File: config.mk
export PLATFORM = sky130hd
export DESIGN_NAME = disp_ctrl
export DESIGN_NICKNAME = d
export VERILOG_FILES = /design/src/rtl/disp_pkg.sv /design/src/rtl/disp_ctrl_seg_encode.sv /design/src/rtl/disp_ctrl.sv
export SDC_FILE = /design/constraint.sdc
export NUM_CORES = 1
export LEC_CHECK = 0
export ABC_AREA = 1
export CORE_MARGIN = 3
export CORE_UTILIZATION = 49
export CTS_CLUSTER_SIZE = 14
export DETAILED_ROUTE_END_ITERATION = 8
export PLACE_DENSITY_LB_ADDON = 0.25
export RECOVER_POWER = 100
export SLEW_MARGIN = 15
export SYNTH_ARGS = -nofsm -noshare
export SYNTH_HDL_FRONTEND = slang
export SYNTH_SLANG_ARGS = --single-unit
export TNS_END_PERCENT = 1
File: constraint.sdc
create_clock -name clk -period 5 [get_ports clk]
set_input_delay 0.75 -clock clk [delete_from_list [all_inputs] [get_ports clk]]
set_output_delay 0.75 -clock clk [all_outputs]
set_load 0.005 [all_outputs]
File: src/rtl/disp_pkg.sv
// Shared types and seven-segment constants for the multi-channel display controller.
package disp_pkg;

  localparam int unsigned SEG_W   = 7;
  localparam int unsigned DIGIT_W = 4;

  typedef enum logic [2:0] {
    ST_IDLE,
    ST_LOAD,
    ST_SHIFT,
    ST_LATCH,
    ST_DONE
  } state_t;

  localparam logic [SEG_W-1:0] SEG_BLANK = 7'h00;
  localparam logic [SEG_W-1:0] SEG_DASH  = 7'h40;

  // Active-high segment pattern for a decimal digit (bit0=a .. bit6=g).
  function automatic logic [SEG_W-1:0] digit_to_seg(input logic [DIGIT_W-1:0] digit);
    logic [SEG_W-1:0] pattern;
    case (digit)
      4'd0:    pattern = 7'h3F;
      4'd1:    pattern = 7'h06;
      4'd2:    pattern = 7'h5B;
      4'd3:    pattern = 7'h4F;
      4'd4:    pattern = 7'h66;
      4'd5:    pattern = 7'h6D;
      4'd6:    pattern = 7'h7D;
      4'd7:    pattern = 7'h07;
      4'd8:    pattern = 7'h7F;
      4'd9:    pattern = 7'h6F;
      default: pattern = SEG_BLANK;
    endcase
    return pattern;
  endfunction

endpackage

File: src/rtl/disp_ctrl_seg_encode.sv
// Digit to seven-segment encoder with blank/dash override and output polarity selection.
module seg_encode
  import disp_pkg::*;
#(
  parameter int unsigned ACTIVE_LOW = 1
) (
  input  logic [DIGIT_W-1:0] digit,
  input  logic               blank,
  input  logic               dash,
  output logic [SEG_W-1:0]   seg_c
);

  logic [SEG_W-1:0] pattern;

  // Dash wins over blank so an overflowed channel is always visibly marked.
  always_comb begin
    pattern = digit_to_seg(digit);
    if (dash) begin
      pattern = SEG_DASH;
    end else if (blank) begin
      pattern = SEG_BLANK;
    end
    seg_c = (ACTIVE_LOW != 0) ? ~pattern : pattern;
  end

endmodule

File: src/rtl/disp_ctrl.sv
// Shared sequential double-dabble converter driving DIGITS seven-segment digits per channel,
// with a start/busy/done handshake, per-channel overflow flags and optional leading-zero blanking.
module disp_ctrl
  import disp_pkg::*;
#(
  parameter int unsigned NUM_CH     = 2,
  parameter int unsigned IN_WIDTH   = 6,
  parameter int unsigned DIGITS     = 2,
  parameter int unsigned BLANK_LZ   = 0,
  parameter int unsigned ACTIVE_LOW = 1
) (
  input  logic                          clk,
  input  logic                          rst,
  input  logic [NUM_CH*IN_WIDTH-1:0]    in,
  input  logic                          start,
  output logic                          busy,
  output logic                          done,
  output logic [NUM_CH-1:0]             ovf,
  output logic [NUM_CH*DIGITS*SEG_W-1:0] hex
);

  localparam int unsigned IN_ALL_W = NUM_CH * IN_WIDTH;
  localparam int unsigned BCD_W    = DIGITS * DIGIT_W;
  localparam int unsigned CNT_W    = $clog2(IN_WIDTH + 1);
  localparam int unsigned CH_W     = (NUM_CH > 1) ? $clog2(NUM_CH) : 1;
  localparam int unsigned CH_HEX_W = DIGITS * SEG_W;
  localparam int unsigned HEX_W    = NUM_CH * CH_HEX_W;
  localparam logic [HEX_W-1:0] HEX_RST = (ACTIVE_LOW != 0) ? {HEX_W{1'b1}} : {HEX_W{1'b0}};

  state_t              state;
  state_t              next_state;
  logic [IN_ALL_W-1:0] snap;
  logic [CH_W-1:0]     ch;
  logic [IN_WIDTH-1:0] sreg;
  logic [BCD_W-1:0]    bcd;
  logic [BCD_W-1:0]    bcd_adj;
  logic                ovf_bit;
  logic [CNT_W-1:0]    cnt;
  logic                last_ch;
  logic [DIGITS-1:0]   blank_d;
  logic                zero_above;
  logic [CH_HEX_W-1:0] ch_seg_c;

  assign last_ch = (ch == CH_W'(NUM_CH - 1));

  always_ff @(posedge clk or posedge rst) begin
    if (rst) begin
      state <= ST_IDLE;
    end else begin
      state <= next_state;
    end
  end

  always_comb begin
    next_state = state;
    case (state)
      ST_IDLE:  if (start) next_state = ST_LOAD;
      ST_LOAD:  next_state = ST_SHIFT;
      ST_SHIFT: if (cnt == CNT_W'(1)) next_state = ST_LATCH;
      ST_LATCH: next_state = last_ch ? ST_DONE : ST_LOAD;
      ST_DONE:  next_state = ST_IDLE;
      default:  next_state = ST_IDLE;
    endcase
  end

  // Double-dabble correction: any digit of 5 or more gets +3 before the shift.
  always_comb begin
    bcd_adj = bcd;
    for (int d = 0; d < int'(DIGITS); d++) begin
      if (bcd[d*DIGIT_W +: DIGIT_W] >= 4'd5) begin
        bcd_adj[d*DIGIT_W +: DIGIT_W] = bcd[d*DIGIT_W +: DIGIT_W] + 4'd3;
      end
    end
  end

  // A digit is a leading zero when it and every digit above it are zero; the ones digit never blanks.
  always_comb begin
    blank_d    = '0;
    zero_above = 1'b1;
    for (int d = int'(DIGITS) - 1; d >= 0; d--) begin
      zero_above = zero_above && (bcd[d*DIGIT_W +: DIGIT_W] == 4'd0);
      blank_d[d] = (BLANK_LZ != 0) && (d != 0) && zero_above;
    end
  end

  for (genvar g = 0; g < int'(DIGITS); g++) begin : g_seg
    seg_encode #(
      .ACTIVE_LOW(ACTIVE_LOW)
    ) u_seg (
      .digit(bcd[g*DIGIT_W +: DIGIT_W]),
      .blank(blank_d[g]),
      .dash (ovf_bit),
      .seg_c(ch_seg_c[g*SEG_W +: SEG_W])
    );
  end

  // Datapath and registered outputs; busy/done are derived from the next state so they align with it.
  always_ff @(posedge clk or posedge rst) begin
    if (rst) begin
      snap    <= '0;
      ch      <= '0;
      sreg    <= '0;
      bcd     <= '0;
      ovf_bit <= 1'b0;
      cnt     <= '0;
      busy    <= 1'b0;
      done    <= 1'b0;
      ovf     <= '0;
      hex     <= HEX_RST;
    end else begin
      busy <= (next_state == ST_LOAD) || (next_state == ST_SHIFT) || (next_state == ST_LATCH);
      done <= (next_state == ST_DONE);
      case (state)
        ST_IDLE: begin
          if (start) begin
            snap <= in;
            ch   <= '0;
          end
        end
        ST_LOAD: begin
          sreg    <= snap[32'(ch)*IN_WIDTH +: IN_WIDTH];
          bcd     <= '0;
          ovf_bit <= 1'b0;
          cnt     <= CNT_W'(IN_WIDTH);
        end
        ST_SHIFT: begin
          bcd     <= {bcd_adj[BCD_W-2:0], sreg[IN_WIDTH-1]};
          sreg    <= sreg << 1;
          ovf_bit <= ovf_bit | bcd_adj[BCD_W-1];
          cnt     <= cnt - CNT_W'(1);
        end
        ST_LATCH: begin
          ovf[ch] <= ovf_bit;
          hex[32'(ch)*CH_HEX_W +: CH_HEX_W] <= ch_seg_c;
          if (!last_ch) begin
            ch <= ch + CH_W'(1);
          end
        end
        default: ;
      endcase
    end
  end

endmodule

==> flow_summary.toml <==
[cells_and_area]
diodes = 0
fin_nets = 462
drive_gt1_share_pct = 10.71
area_delta_synth_final_pct = 16.53
fin_cells = 516

[clock_tree]
cts_buffers = 9
clk_latency_ps = 340
cts_setup_buffers = 0
numClockSinks = 66
clkSlewWorstSetupHoldPaths_ps = 70
root_buffer = "clkbuf_8"
cts_tree = "built"
cts_hold_buf = 0
clockBufferDepth = 2
cts-resized-gates = 0
htree_num_levels = 3

[floorplanning]
fp.dieH_um = 88.15
rows = 29
die_w_um = 88.15
core_area_um2 = 6459
initial_core_util_pct = 51.20
pin_count = 47
dieArea_um2 = 7770

[power]
p_leak_nw = 1.978
p_comb_share_pct = 39.1
irDropWorstVdd_mv = 0.2568
p_seq_share_pct = 41.9
swShare_pct = 37.98
cellPowerDensity_nw_per_um2 = 585.7
p_sw_w = 0.0008572
intPower_w = 0.001400
clock_power_share_pct = 19.0

[synthesis]
synth_adder_area_share_pct = 4.919
syn_area_um2 = 3307
yosys-top-cells-area = "dfrtp_1, dfstp_2, nand2_1, ha_1, inv_1"
yosys.area.top_type_share_pct = 28.76
synth.area.mux_share_pct = 0
yosysTopAreaCell = "dfrtp_1"
syn_inst = 390
ys_ff_latch = 66
syn-mean-instance-area_um2 = 8.479
syn_nets = 418
yosys.area_share.simple_pct = 26.26
synth_xor_area_share_pct = 0
synth_top_family_by_area = "simple AND/OR/NAND/NOR gates"
synth_compound_gate_area_share_pct = 9.762
yosys_warnings = 0
synth_cell_types = 29
seq_area_frac_synth_pct = 51.00

[sta]
fin_tns_setup_ps = 0
drv_slew = 0
hold_slack_ps = 464.2
tightest_slew_ps = 1167
fin_crit_ps = 2570
skew_ps = 8.756
rsz0062_at_grt = "false"
period_share_pct = 51.40
slew_headroom_pct = 22.12
finalSetupViolCount = 0
hold_violations = 0
fmax_ghz = 0.3891

[flow_run]
cap_violations = 0

[global_route]
antenna_found_initial = 0
grt_max_degree = 35
grt.overflow.total = 0
grt_first_pass_wirelength_mm = 10.84
grt_pass1_vias = 2437
track_usage_pct = 18.11

[critical_path]
critPathCaptureType = "register"
worstPathMaxFanout = 22
crit_required_ps = 5290
criticalPathCategory = "register to register"
arrival_ps = 2860
startpoint_type = "register"

[detailed_routing]
dr.pass1.iters = 4
drc_errors = 0
drt-total-wl_mm = 6.349
postRouteAntennaNets = 0
drt-initial-drc-count = 131
wl_per_cell_um = 12.30
via_per_inst = 5.078
num_vias = 2620

[status]
outcome = "finished clean"

[placed_design]
io_buffers = 46
hpwl_mm = 4.569
globalplace.congestion = 0.8524
post-place-cells = 500

[min_path]
worstHoldPathType = "register to register"
-- per-layer routing --
| metal | track usage [%] | share of wire (%) | vias to the layer above | wire (um) |
|---|---|---|---|---|
| met5 | 0 | 0 | - | 0 |
| met4 | 8.929 | 2.2 | 0 | 141 |
| met3 | 4.798 | 5.0 | 12 | 317 |
| met2 | 28.56 | 47 | 60 | 2969 |
| met1 | 23.16 | 46 | 1229 | 2921 |
| li1 | - | - | 1319 | - |
-- logic make-up after synthesis --
| kind of cell | Yosys count |
|---|---|
| DFF | 66 |
| and+or+nand+nor | 206 |
| AOI/OAI and AO/OA | 52 |
| adders and majority gates | 13 |
| buffers and inverters | 53 |
-- worst max-delay path: stages, from the launching register on --
cell and delay, ps:
dfrtp_1 380, inv_1 80, nand3_1 130, nor2_1 480
clkinvlp_2 860, nor2_1 410, nand2_1 90, nand2_1 70
-- cells in the mapped netlist, drive strengths merged --
cell,n
clkbuf,2
or2,1
a22oi,1
nand3,24
o31ai,1
inv,39
buf,12
o21ai,38
nand2,149
dfrtp,38
nor2,29
ha,13
nand4,3
o211ai,6
dfstp,28
a21oi,6
-- flip-flops by register name, indices dropped and copies added (netlist names) --
| signal | flops |
|---|---|
| bcd | 8 |
| busy | 1 |
| sreg | 6 |
| snap | 12 |
| state | 3 |
| hex | 28 |
| ovf_bit | 1 |
| done | 1 |
| ovf | 2 |
| cnt | 3 |
| ch | 1 |
-- cells in the final DEF (no fill, tap or decap) --
cell / count
o31ai_1: 1
inv_1: 37
o21ai_0: 38
nand2_1: 149
nand3_1: 24
clkdlybuf4s50_1: 12
a21oi_1: 5
or2_2: 1
nand4_1: 3
a21oi_2: 1
clkinvlp_2: 2
a22oi_1: 1
o211ai_1: 6
dlygate4sd3_1: 34
ha_1: 13
dfstp_2: 28
clkbuf_16: 1
buf_4: 1
clkinv_2: 2
dfrtp_1: 38
nor2_1: 29
clkbuf_8: 11
clkbuf_1: 2
-- metrics by stage --
stage / worst slack, ps / cell area (um2) / util, % / total power, W
5_1_grt: 2097 / 3854 / 59.67 / 0.002470
3_3_place_gp: 2862 / 3756 / 58.16 / 0.001923
3_5_place_dp: 2865 / 3756 / 58.16 / 0.001956
6_report: 2430 / 3854 / 59.67 / 0.002257
2_1_floorplan: 2642 / 3307 / - / 0.001631
4_1_cts: 2864 / 3950 / 61.16 / 0.002388
-- power groups by stage --
stage	sequential (W)	combinational (W)	clock, W
after floorplan	0.000925	0.000706	0
after global routing	0.000974	0.00103	0.000467
after detailed placement	0.000966	0.000990	0
after global placement	0.000963	0.000960	0
after CTS	0.000960	0.000994	0.000435
final	0.000945	0.000883	0.000429
-- final cells by class --
| class | count | area (um2) |
|---|---|---|
| sequential | 66 | 1687 |
| fill | 601 | 2605 |
| clock buffer | 14 | 183.9 |
| inverter | 39 | 148.9 |
| multi-input combinational | 271 | 1260 |
| tap | 77 | 96.34 |
| clock inverter | 2 | 10.01 |
| timing repair buffer | 47 | 467.9 |
-- worst paths after layout --
path / end / slack (ps) / startpoint / cells past startpoint
worst max-delay path: hex[6] / 2430 / state[2] / 7
worst min register to register: hex[23] / 460 / hex[23] / 2
worst min-delay path: hex[23] / 460 / hex[23] / 2
worst max register to register: hex[6] / 2430 / state[2] / 7
min in group asynchronous: ovf[0] / 1160 / rst / 2
max in group asynchronous: hex[11] / 2770 / rst / 3
(Power assumes the default switching activity.)
